## src/rtl/linebuffer_3x3_ctrl_pkg.sv

```systemverilog
// Shared types and constants for the 3x3 line-buffer sequencer.
package lb_ctrl_pkg;

   typedef enum logic [1:0] {IDLE, RUN, DRAIN, DONE} lb_state_e;

   localparam int LB_CFG_HW = 16;
   localparam int LB_MIN_H  = 3;
   localparam int LB_WIN    = 3;

   typedef struct packed {
      logic [LB_CFG_HW-1:0] height;
      logic                 stride;
   } lb_cfg_t;

   // (r-2) and r share the LSB, so the stride-2 phase test can use the raw counters.
   function automatic logic win_phase_ok(input logic stride, input logic r_lsb, input logic c_lsb);
      return !stride || (!r_lsb && !c_lsb);
   endfunction

endpackage

```

## src/rtl/linebuffer_3x3_ctrl.sv

```systemverilog
// Raster-stream sequencer for the 3x3 line buffer: handshake, position tracking, window flagging.
// Optional LB_CTRL_PERF_CNT_EN adds the stall_cnt performance counter output.
module linebuffer_3x3_ctrl
   import lb_ctrl_pkg::*;
#(
   parameter  int LEN   = 4,
   parameter  int MAX_H = 64,
   localparam int RW    = $clog2(MAX_H),
   localparam int CW    = $clog2(LEN)
) (
   input  logic          clk,
   input  logic          rst,
   input  logic          start,
   input  logic [RW:0]   cfg_height,
   input  logic          cfg_stride,
   input  logic          in_valid,
   output logic          in_ready,
   output logic          lb_en,
   output logic          out_valid,
   input  logic          out_ready,
   output logic [RW-1:0] out_row,
   output logic [CW-1:0] out_col,
   output logic          busy,
   output logic          frame_done,
   output logic          cfg_err
`ifdef LB_CTRL_PERF_CNT_EN
   ,
   output logic [31:0]   stall_cnt
`endif
);

   lb_state_e     state_q, state_d;
   lb_cfg_t       cfg_q, cfg_d;
   logic [RW-1:0] row_q, row_d;
   logic [CW-1:0] col_q, col_d;
   logic          out_valid_q, out_valid_d;
   logic [RW-1:0] out_row_q, out_row_d;
   logic [CW-1:0] out_col_q, out_col_d;
   logic          frame_done_q, frame_done_d;
   logic          cfg_err_q, cfg_err_d;

   logic accept, win_hit, cfg_legal, last_pix;

   assign cfg_legal = (cfg_height >= (RW+1)'(LB_MIN_H)) && (cfg_height <= (RW+1)'(MAX_H));
   assign in_ready  = (state_q == RUN) && (!out_valid_q || out_ready);
   assign accept    = in_valid && in_ready;
   assign win_hit   = accept && (row_q >= RW'(LB_WIN-1)) && (col_q >= CW'(LB_WIN-1))
                      && win_phase_ok(cfg_q.stride, row_q[0], col_q[0]);
   assign last_pix  = (LB_CFG_HW'(row_q) == cfg_q.height - LB_CFG_HW'(1)) && (col_q == CW'(LEN-1));

   always_comb begin
      state_d      = state_q;
      cfg_d        = cfg_q;
      row_d        = row_q;
      col_d        = col_q;
      out_valid_d  = out_valid_q;
      out_row_d    = out_row_q;
      out_col_d    = out_col_q;
      frame_done_d = 1'b0;
      cfg_err_d    = 1'b0;

      if (accept) begin
         if (col_q == CW'(LEN-1)) begin
            col_d = '0;
            row_d = row_q + RW'(1);
         end else begin
            col_d = col_q + CW'(1);
         end
      end

      // A new window reloads the output register even while the old one is being consumed.
      if (win_hit) begin
         out_valid_d = 1'b1;
         out_row_d   = row_q - RW'(LB_WIN-1);
         out_col_d   = col_q - CW'(LB_WIN-1);
      end else if (out_ready) begin
         out_valid_d = 1'b0;
      end

      case (state_q)
         IDLE: begin
            if (start) begin
               if (cfg_legal) begin
                  state_d      = RUN;
                  cfg_d.height = LB_CFG_HW'(cfg_height);
                  cfg_d.stride = cfg_stride;
                  row_d        = '0;
                  col_d        = '0;
               end else begin
                  cfg_err_d = 1'b1;
               end
            end
         end
         RUN:     if (accept && last_pix) state_d = DRAIN;
         DRAIN:   if (!out_valid_q || out_ready) state_d = DONE;
         DONE: begin
            state_d      = IDLE;
            frame_done_d = 1'b1;
         end
         default: state_d = IDLE;
      endcase
   end

   always_ff @(posedge clk) begin
      if (rst) begin
         state_q      <= IDLE;
         cfg_q        <= '0;
         row_q        <= '0;
         col_q        <= '0;
         out_valid_q  <= 1'b0;
         out_row_q    <= '0;
         out_col_q    <= '0;
         frame_done_q <= 1'b0;
         cfg_err_q    <= 1'b0;
      end else begin
         state_q      <= state_d;
         cfg_q        <= cfg_d;
         row_q        <= row_d;
         col_q        <= col_d;
         out_valid_q  <= out_valid_d;
         out_row_q    <= out_row_d;
         out_col_q    <= out_col_d;
         frame_done_q <= frame_done_d;
         cfg_err_q    <= cfg_err_d;
      end
   end

   assign lb_en      = accept;
   assign out_valid  = out_valid_q;
   assign out_row    = out_row_q;
   assign out_col    = out_col_q;
   assign busy       = (state_q != IDLE);
   assign frame_done = frame_done_q;
   assign cfg_err    = cfg_err_q;

`ifdef LB_CTRL_PERF_CNT_EN
   logic [31:0] stall_cnt_q, stall_cnt_d;
   logic        stall;

   always_comb begin
      stall       = ((state_q == RUN) && in_valid && !in_ready) || (out_valid_q && !out_ready);
      stall_cnt_d = stall_cnt_q;
      if ((state_q == IDLE) && start && cfg_legal) begin
         stall_cnt_d = '0;
      end else if (stall && (stall_cnt_q != 32'hFFFF_FFFF)) begin
         stall_cnt_d = stall_cnt_q + 32'd1;
      end
   end

   always_ff @(posedge clk) begin
      if (rst) stall_cnt_q <= '0;
      else     stall_cnt_q <= stall_cnt_d;
   end

   assign stall_cnt = stall_cnt_q;
`endif

endmodule

```

## config.mk

```make
export PLATFORM = sky130hd
export DESIGN_NAME = linebuffer_3x3_ctrl
export DESIGN_NICKNAME = d
export VERILOG_FILES = /design/src/rtl/linebuffer_3x3_ctrl_pkg.sv /design/src/rtl/linebuffer_3x3_ctrl.sv
export SDC_FILE = /design/constraint.sdc
export NUM_CORES = 1
export LEC_CHECK = 0
export CAP_MARGIN = 25
export CORE_AREA = 2 2 85 87
export CTS_CLUSTER_DIAMETER = 30
export DETAILED_ROUTE_END_ITERATION = 7
export DIE_AREA = 0 0 87 89
export MAX_ROUTING_LAYER = met4
export PLACE_DENSITY = 0.53
export SYNTH_ARGS = -nofsm -noshare
export SYNTH_HDL_FRONTEND = slang
export SYNTH_SLANG_ARGS = --single-unit
```

## constraint.sdc

```tcl
create_clock -name clk -period 4.94 [get_ports clk]
set_clock_uncertainty 0.1 [all_clocks]
set_input_delay 0.988 -clock clk [delete_from_list [all_inputs] [get_ports clk]]
set_output_delay 0.988 -clock clk [all_outputs]
set_load 0.005 [all_outputs]
```

== Word-level counts from Yosys, hierarchy flattened ==
Index checks and enable logic that the tools add are counted.
Storage, ports and cells
  output and inout bits: 14
  bits in registers: 29
  memory bits (writable): 0
  bits in read-only memories: 0
  memories kept: 0
  input bits: 13
  logic and storage cells: 70
  bits in latches: 0
Cells by class
  div/mod/pow operators: 0
  equal/unequal tests: 9
  add/sub/neg operators: 5
  multiplexer cells: 19
  shifts and indexed selects: 0
  $mul: 0
  bitwise logic cells: 2
  magnitude comparators: 4
  reductions and logical operators: 21
Operators with widths (count)
  6-bit two-way mux: 5
  2-bit two-way mux: 9
  6-bit by 16-bit == test with 1-bit output: 1
  1-bit logical AND: 9
  2-bit case mux with 4 select lines: 1
  7-bit by 1-bit subtractor with 8-bit output, second input constant: 1
  7-bit by 2-bit >= comparator with 1-bit output, second input constant: 1
  7-bit <= comparator, second input constant: 1
  6-bit by 1-bit adder with 6-bit output, second input constant: 1
  2-bit == test, second input constant: 3
  6-bit by 2-bit >= comparator with 1-bit output, second input constant: 1
  2-bit inequality test, second input constant: 3
  6-bit by 2-bit subtractor with 6-bit output, second input constant: 1
  1-bit logical NOT: 4
  1-bit two-way mux: 4
  4-bit AND reduction: 1
  2-bit nonzero test: 2
  3-bit AND reduction: 1
  3-bit OR reduction: 1
  2-bit by 1-bit adder with 2-bit output, second input constant: 1
  2-bit by 1-bit == test with 1-bit output, second input constant: 1
  2-bit >= comparator, second input constant: 1
  2-bit logical NOT: 1
  1-bit logical OR: 2
  3 further kinds: 4

== Depth between registers and ports, before layout ==
Gate-level depths: netlist (run 1).
  depth in word-level cells: 8
  depth in mapped cells: 10
  mapped depth without buffers: 10

== Least setup slack after synthesis (run 1) ==
No wires, ideal clock.
  path kind: in2out
  from: input out_ready
  to: output lb_en
  data required time: 3852 ps
  stages on the path: 4
  slack: 2380 ps
  arrival: 1472 ps
  buffers on the path: 0
  cell sequence: nand2b_4 and2_1 nand2_1 inv_2
On the way
  cells in the longest elaborated chain, start to end: 3
RTL lines
  start: declaration: RTL line linebuffer_3x3_ctrl.sv:20  | input logic out_ready,
  1-bit logical OR: RTL line linebuffer_3x3_ctrl.sv:45  | assign in_ready = (state_q == RUN) && (!out_valid_q || out_ready);
  1-bit logical AND: RTL line linebuffer_3x3_ctrl.sv:45
  via in_ready: RTL line linebuffer_3x3_ctrl.sv:17  | output logic in_ready,
  1-bit logical AND: RTL line linebuffer_3x3_ctrl.sv:46  | assign accept = in_valid && in_ready;
  end: declaration: RTL line linebuffer_3x3_ctrl.sv:18  | output logic lb_en,
The timed path passes the listed nets, and every way through them passes these cells.

== Worst setup path after layout (run 1) ==
  from: input out_ready
  to: output lb_en
On the way
  cells in the longest elaborated chain, start to end: 3
RTL lines (RTL line)
  1-bit logical OR: linebuffer_3x3_ctrl.sv:45
  1-bit logical AND: linebuffer_3x3_ctrl.sv:45
  1-bit logical AND: linebuffer_3x3_ctrl.sv:46
Every way passes these cells.

==> run summary, run 1 <==
status -> completed
highest net fanout along the worst path -> 5
dpl cell area -> 1908 µm²
Tcrit/Tclk final -> 72.18%
HPWL after detailed placement -> 2406 µm
max_cap viols -> 0
Tmin final -> 3.566 ns
Total Neg Setup Slack -> 0 ns
commonest non-fill, non-tap cell in the layout -> nor2_1
Layout Nets -> 237
Hold WC Path Type -> reg -> reg
Lkg Pwr -> 0.8573 nW
area leader, netlist -> dfxtp_1
fillers -> 716
vias -> 1281
Die X -> 87 µm
Vias per Instance -> 4.372
Max Root-Sink Buffers -> 2
post-route antenna net violation count -> 0
Tightest Pin Transition -> 0.8396 ns
syn_area_per_cell -> 8.596 µm²
core area -> 6719 µm²
critical path capture point type -> primary output
buffers added on ports -> 26
Peak VDD IR -> 0.0001737 V
startpoint types -> primary input
Critical Path Most Common Cell -> clkdlybuf4s50_1
buffer and inverter count on the worst path -> 3
Mapped Nets -> 210
mapped cell area -> 1590 µm²
largest net degree at the start of global routing -> 24
die area -> 7743 µm²
final instance area -> 2024 µm²
Synth top area share -> 36.51%
slowest stage delay, CP -> 0.51 ns
All-Layer GR Usage -> 9.024%
Remaining DRCs -> 0
latest clock arrival within the worst-skew pair -> 0.27 ns
Critical Path RT -> 3.85 ns
RSZ-0062 raised after global routing -> false
worst-path cell chain -> clkdlybuf4s50_1 -> nand2b_4 -> and2_1 -> nand2_1 -> inv_2 -> clkdlybuf4s50_1
drt first pass iters -> 4
Cell Rows -> 30
most frequent cells in the layout -> 40 x nor2_1, 29 x dfxtp_1, 26 x clkdlybuf4s50_1, 13 x a21oi_1, 12 x ha_1
gpl congestion -> 0.8348
Die Y -> 89 µm
H-tree levels -> 2
Ys Warns -> 0
FFs w/ async S/R, synth -> 0%
cell family with most CP delay -> buffers and inverters
relative max-transition margin -> 43.85%
CTS tree -> yes
final setup fails -> 0
DR iter-0 viols -> 35
post-cts sizing count -> 0
Final Max Slew Viols -> 0
clk sinks -> 29
first-pass GRT wire length -> 5402 µm
initial antenna violation count -> 0
Post-synth EDFFs -> 0
CTS Root Cell -> clkbuf_8
most common flop cell mapped by yosys -> dfxtp_1
fmax -> 280.5 MHz
Final Hold Viols -> 0
crit path kind -> in -> out
top post-synthesis cells by area -> dfxtp_1 37%, ha_1 9.4%, nor2_1 9.4%
Reg clk slew, reported paths -> 0.06 ns
Starting Density -> 23.67%
gr ovfl total -> 0
Yosys reg bits -> 29
area grow syn2layout -> 27.30%
PD cells -> 362.8 nW/µm²
I/O pin count -> 27
post-DR wirelength/cell -> 10.74 µm
Critical Path AT -> 2.48 ns
layout cells sized above 1 -> 7.981%
Post-CTS Hold Fix Bufs -> 0
total setup buffers inserted after CTS -> 0
WL final -> 3148 µm
Hold WS -> 0.3845 ns
ANT cells -> 0
vias in the first global route -> 1208
post-synthesis cell type count -> 40
synthesized instance count -> 185
Final Core Density -> 30.13%
Seq/Total Area, Yosys -> 36.51%
Slowest cell on crit path -> clkdlybuf4s50_1
total CTS buffers -> 5
==> metrics by stage <==
stage,std cells,setup slack (ns),total power [mW]
after floorplan,185,2.380,0.4188
after global placement,285,1.411,0.4858
after detailed placement,285,1.376,0.4879
after CTS,293,1.368,0.7452
after global routing,293,1.304,0.7820
final,293,1.374,0.7345
==> cell type report <==
| class | instances | area, µm² | share of cell area, % |
|---|---|---|---|
| Multi-Input combinational cell | 137 | 914.6 | 45.18 |
| Sequential cell | 29 | 580.6 | 28.68 |
| Timing Repair Buffer | 27 | 267.8 | 13.23 |
| Tap cell | 80 | 100.1 | 4.944 |
| Clock buffer | 7 | 86.33 | 4.265 |
| Inverter | 12 | 45.04 | 2.225 |
| Clock inverter | 1 | 30.03 | 1.483 |
==> per-layer routing <==
| layer | share of wire, % | vias up | global-route usage, % |
|---|---|---|---|
| li1 | - | 671 | - |
| met1 | 53 | 580 | 11.89 |
| met2 | 42 | 26 | 13.67 |
| met3 | 4.6 | 4 | 3.139 |
| met4 | 0.48 | 0 | 1.278 |
| met5 | 0 | - | - |
==> worst register-to-register path, cell delays in order (launching register included) <==
cell	delay, ns
dfxtp_1	0.47
inv_1	0.07
ha_1	0.33
xor2_2	0.12
nand2_1	0.07
a311oi_2	0.23
nand4_1	0.13
o31ai_2	0.26
and3_1	0.25
mux2i_1	0.18
==> kinds of logic (layout without fill, tap and decap cells) <==
family                   after synthesis  after routing  synth area share (%)
AO/OA/AOI/OAI                         25             25                 10.70
XOR/XNOR                              15             15                 9.206
adder cells (fa/ha/maj)               12             12                 9.441
buffers and inverters                 19             47                 5.979
flip-flops                            29             29                 36.51
multiplexers                           9              9                 5.665
AND/OR/NAND/NOR                       76             76                 22.50
==> final timing paths <==
path,from,end,slack [ns],cells after the start
setup / recovery,out_ready,lb_en,1.37,6
hold / removal,out_row[0],out_row[0],0.38,2
setup reg to reg,cfg_q[1],state_q[1],2.64,9
hold reg to reg,out_row[0],out_row[0],0.38,2
==> power breakdown <==
part / total (mW) / switching (mW) / internal [mW]
combinational: 0.208 / 0.104 / 0.104
sequential: 0.274 / 0.0211 / 0.253
clock: 0.253 / 0.0883 / 0.164
==> sequential cells by signal (all words and copies together), names as in the netlist <==
register,count
out_valid,1
state_q,2
out_col,2
cfg_err,1
cfg_q,8
row_q,6
frame_done,1
col_q,2
out_row,6
==> cell usage after synthesis (3+ instances only) <==
| master | instances |
|---|---|
| nand4_1 | 3 |
| mux2i_1 | 9 |
| xor2_1 | 7 |
| a21oi_1 | 13 |
| xnor2_1 | 6 |
| nand3_1 | 3 |
| inv_1 | 11 |
| clkbuf_1 | 3 |
| nor2_1 | 40 |
| nand2_1 | 10 |
| nand2b_1 | 4 |
| dfxtp_1 | 29 |
| nor3_1 | 5 |
| ha_1 | 12 |
(Power assumes the default switching activity.)
==> inputs of run 2 (changes only) <==
--- a/config.mk
+++ b/config.mk
@@ -11,7 +11,7 @@
 export DETAILED_ROUTE_END_ITERATION = 7
 export DIE_AREA = 0 0 87 89
 export MAX_ROUTING_LAYER = met4
-export PLACE_DENSITY = 0.53
+export PLACE_DENSITY = 0.54
 export SYNTH_ARGS = -nofsm -noshare
 export SYNTH_HDL_FRONTEND = slang
 export SYNTH_SLANG_ARGS = --single-unit
==> constraint.sdc (replaced) <==
create_clock -name clk -period 3 [get_ports clk]
set_clock_uncertainty 0.1 [all_clocks]
set_input_delay 0.6 -clock clk [delete_from_list [all_inputs] [get_ports clk]]
set_output_delay 0.6 -clock clk [all_outputs]
set_load 0.005 [all_outputs]
==> run summary, run 2 (synthesized netlist as in run 1, its figures left out) <==
overall power -> 1.155 mW
post-DR wirelength/cell -> 10.73 µm
area grow syn2layout -> 27.77%
crit path kind -> in -> out
worst-path cell chain -> clkdlybuf4s50_1 -> nand2b_4 -> and2_1 -> nand2_1 -> inv_2 -> clkdlybuf4s50_1
reg2reg start -> cfg_q[1]
Vias per Instance -> 4.368
Clk network pwr share -> 31.1%
relative max-transition margin -> 74.03%
gpl congestion -> 0.8473
layout cells sized above 1 -> 9.722%
H-tree levels -> 2
gr ovfl total -> 0
Tmin final -> 2.771 ns
Lkg Pwr -> 0.8665 nW
Int Pwr -> 798.7 µW
Tightest Pin Transition -> 0.3884 ns
worst r2r dst -> state_q[1]
Hold WC Path Type -> reg -> reg
cell family with most CP delay -> buffers and inverters
initial antenna violation count -> 0
Max Root-Sink Buffers -> 2
status -> completed
Post-CTS Hold Fix Bufs -> 0
CTS Root Cell -> clkbuf_8
WL final -> 3176 µm
sequential share of power -> 39.1%
I/O pin count -> 27
Final Hold Viols -> 0
ANT cells -> 0
Endpoint, Worst Hold -> out_row[2]
Starting Density -> 23.67%
Reg with most FFs -> cfg_q
Critical Path AT -> 2.07 ns
Tcrit/Tclk final -> 92.36%
drt first pass iters -> 4
core area -> 6719 µm²
Layout Nets -> 240
max_cap viols -> 0
Final Max Slew Viols -> 0
critical path capture point type -> primary output
most frequent cells in the layout -> 40 x nor2_1, 29 x dfxtp_1, 26 x clkdlybuf4s50_1, 13 x a21oi_1, 12 x ha_1
total CTS buffers -> 5
flop2flop setup slack -> 0.76 ns
HPWL after detailed placement -> 2438 µm
Slowest cell on crit path -> clkdlybuf4s50_1
worst hold path startpoint -> out_row[2]
Peak VDD IR -> 0.0002782 V
Hold Path Depth -> 2
post-cts sizing count -> 0
buffer and inverter count on the worst path -> 3
buffers added on ports -> 26
number of flip-flops in the largest register -> 8
fmax -> 360.9 MHz
Cell Rows -> 30
Die Y -> 89 µm
post-route antenna net violation count -> 0
Critical Path Most Common Cell -> clkdlybuf4s50_1
CTS tree -> yes
All-Layer GR Usage -> 9.448%
Remaining DRCs -> 0
PD cells -> 568.4 nW/µm²
Total Neg Setup Slack -> 0 ns
Logic pwr share -> 29.8%
first-pass GRT wire length -> 5526 µm
Reg clk slew, reported paths -> 0.06 ns
DR iter-0 viols -> 63
reg2reg path depth -> 9
total setup buffers inserted after CTS -> 0
die area -> 7743 µm²
commonest non-fill, non-tap cell in the layout -> nor2_1
RSZ-0062 raised after global routing -> false
Critical Path RT -> 2.30 ns
latest clock arrival within the worst-skew pair -> 0.28 ns
sw frac -> 30.85%
fillers -> 716
clk sinks -> 29
largest net degree at the start of global routing -> 14
Die X -> 87 µm
P_sw -> 356.3 µW
highest net fanout along the worst path -> 5
vias in the first global route -> 1199
startpoint types -> primary input
vias -> 1293
slowest stage delay, CP -> 0.50 ns
final setup fails -> 0
[run 2: cell count changes in the layout (fill, tap and decap cells not counted), sizes merged]
| cell | before | now |
|---|---|---|
| clkinv | 0 | 1 |
| bufinv | 1 | 0 |
| buf | 1 | 4 |
[run 2: worst min-delay path, stage by stage (launching register included)]
cell and delay, ns:
dfxtp_1 0.33, a21oi_1 0.06, nor2_1 0.07
[run 2: power groups by stage]
stage	sequential (mW)	combinational [mW]	clock (mW)
final	0.451	0.345	0.359
after global routing	0.457	0.391	0.389
after CTS	0.451	0.352	0.371
after detailed placement	0.459	0.350	0
after global placement	0.460	0.345	0
after floorplan	0.450	0.239	0
[run 2: per-stage QoR]
stage                     cell area [µm²]  hold WS (ns)  util [%]  setup WS, ns  std cells
final                                2032        0.3910     30.24        0.2291        296
after global routing                 2032        0.4101     30.24        0.1333        296
after CTS                            2032        0.3951     30.24        0.2077        296
after detailed placement             1931        0.3765     28.73        0.2188        288
after global placement               1931        0.3662     28.73        0.2425        288
after floorplan                      1590        0.3567         -        0.9842        185
[run 2: layout make-up]
| type | count | area [µm²] | area share [%] |
|---|---|---|---|
| Sequential cell | 29 | 580.6 | 28.57 |
| Tap cell | 80 | 100.1 | 4.926 |
| Timing Repair Buffer | 30 | 290.3 | 14.29 |
| Multi-Input combinational cell | 137 | 914.6 | 45.01 |
| Inverter | 12 | 45.04 | 2.217 |
| Clock buffer | 7 | 96.34 | 4.741 |
| Clock inverter | 1 | 5.005 | 0.2463 |
[run 2: worst max path at each step]
stage,from,to,cells past startpoint
2_1_floorplan,cfg_q[1],state_q[1],9
3_3_place_gp,out_ready,lb_en,6
3_5_place_dp,out_ready,lb_en,6
4_1_cts,out_ready,lb_en,6
5_1_grt,out_ready,lb_en,6
6_report,out_ready,lb_en,6
[run 2: per-layer routing]
metal,up-vias,wire length [µm],global-route usage [%]
met2,23,1339,14.30
met5,-,0,-
met4,0,34,2.557
met1,590,1636,11.46
li1,674,-,-
met3,6,165,4.155
==> inputs of run 3 (changes only) <==
--- a/config.mk
+++ b/config.mk
@@ -11,7 +11,6 @@
 export DETAILED_ROUTE_END_ITERATION = 7
 export DIE_AREA = 0 0 87 89
 export MAX_ROUTING_LAYER = met4
-export PLACE_DENSITY = 0.54
 export SYNTH_ARGS = -nofsm -noshare
 export SYNTH_HDL_FRONTEND = slang
 export SYNTH_SLANG_ARGS = --single-unit
==> run summary, run 3 (synthesized netlist as in run 1, its figures left out) <==
layout cells sized above 1 -> 9.259%
Critical Path RT -> 2.30 ns
post-cts sizing count -> 0
critical path capture point type -> primary output
first-pass GRT wire length -> 5388 µm
total setup buffers inserted after CTS -> 0
sequential share of power -> 40.4%
latest clock arrival within the worst-skew pair -> 0.29 ns
crit path launch -> out_ready
Die X -> 87 µm
buffer and inverter count on the worst path -> 3
buffers added on ports -> 26
ANT cells -> 0
Hold WC Path Type -> reg -> reg
Clk network pwr share -> 28.0%
Die Y -> 89 µm
P_sw -> 364.8 µW
total CTS buffers -> 5
status -> completed
highest net fanout along the worst path -> 5
commonest non-fill, non-tap cell in the layout -> nor2_1
RSZ-0062 raised after global routing -> false
CTS tree -> yes
most frequent cells in the layout -> 40 x nor2_1, 29 x dfxtp_1, 26 x clkdlybuf4s50_1, 13 x a21oi_1, 12 x ha_1
sw frac -> 32.59%
HPWL after detailed placement -> 2374 µm
gpl congestion -> 0.7971
CTS Root Cell -> clkbuf_8
gr ovfl total -> 0
worst-path cell chain -> clkdlybuf4s50_1 -> nand2b_4 -> and2_1 -> nand2_1 -> inv_2 -> clkdlybuf4s50_1
worst hold path startpoint -> out_row[1]
I/O pin count -> 27
vias in the first global route -> 1220
max_cap viols -> 0
Post-CTS Hold Fix Bufs -> 0
Peak VDD IR -> 0.0002570 V
Reg clk slew, reported paths -> 0.06 ns
area grow syn2layout -> 26.59%
core area -> 6719 µm²
WL final -> 3218 µm
Vias per Instance -> 4.443
crit path kind -> in -> out
largest net degree at the start of global routing -> 18
vias -> 1315
final setup fails -> 0
Tcrit/Tclk final -> 92.78%
Final Max Slew Viols -> 0
Int Pwr -> 754.5 µW
fmax -> 359.3 MHz
H-tree levels -> 2
All-Layer GR Usage -> 9.162%
initial antenna violation count -> 0
drt first pass iters -> 4
Final Core Density -> 29.96%
post-route antenna net violation count -> 0
Final Hold Viols -> 0
clk sinks -> 29
die area -> 7743 µm²
Max Root-Sink Buffers -> 2
DR iter-0 viols -> 36
slowest stage delay, CP -> 0.50 ns
number of flip-flops in the largest register -> 8
Total Neg Setup Slack -> 0 ns
Cell Rows -> 30
PD cells -> 556.0 nW/µm²
Starting Density -> 23.67%
Layout Nets -> 240
Logic pwr share -> 31.6%
Remaining DRCs -> 0
relative max-transition margin -> 71.26%
Critical Path Most Common Cell -> clkdlybuf4s50_1
Lkg Pwr -> 0.8577 nW
reg2reg start -> cfg_q[1]
Hold WS -> 0.3878 ns
Slowest cell on crit path -> clkdlybuf4s50_1
startpoint types -> primary input
Tightest Pin Transition -> 0.4298 ns
cell family with most CP delay -> buffers and inverters
Tmin final -> 2.783 ns
Critical Path AT -> 2.08 ns
post-DR wirelength/cell -> 10.87 µm
Reg with most FFs -> cfg_q
-- run 3: tightest hold or removal path: stages, from the launching register on --
cell     delay (ns)
dfxtp_1        0.32
a21oi_1        0.06
nor2_1         0.07
-- run 3: power groups by stage --
stage                     combinational (mW)  sequential [mW]  clock, mW
after floorplan                        0.239            0.450          0
after detailed placement               0.351            0.459          0
final                                  0.354            0.452      0.313
after global routing                   0.390            0.457      0.335
after CTS                              0.355            0.452      0.319
after global placement                 0.347            0.458          0
-- run 3: area by class of cell --
cell class | instances | area, µm²
well taps | 80 | 100.1
flip-flops and latches | 29 | 580.6
multi-input cells | 137 | 914.6
inverters | 12 | 45.04
repair buffers | 30 | 290.3
clock buffers | 6 | 72.57
clock inverters | 2 | 10.01
fillers | 725 | 4706
-- run 3: layer usage --
| metal | track usage (%) | wire [µm] |
|---|---|---|
| met3 | 3.047 | 158 |
| met2 | 13.67 | 1360 |
| met4 | 4.261 | 61 |
| met1 | 11.15 | 1638 |
| met5 | - | 0 |
-- run 3: final timing paths --
kind	to	slack [ns]	depth (start not counted)
worst max-delay path	lb_en	0.22	6
worst min-delay path	out_row[1]	0.39	2
worst max register to register	state_q[1]	0.74	9
worst min register to register	out_row[1]	0.39	2
-- run 3: metrics by stage --
step | area, µm² | worst slack (ns) | total power [mW] | cells
global placement | 1931 | 0.2409 | 0.8057 | 288
global route | 2013 | 0.1433 | 1.182 | 296
finish | 2013 | 0.2165 | 1.119 | 296
floorplan | 1590 | 0.9842 | 0.6896 | 185
CTS | 2013 | 0.2014 | 1.126 | 296
detailed placement | 1931 | 0.2043 | 0.8099 | 288
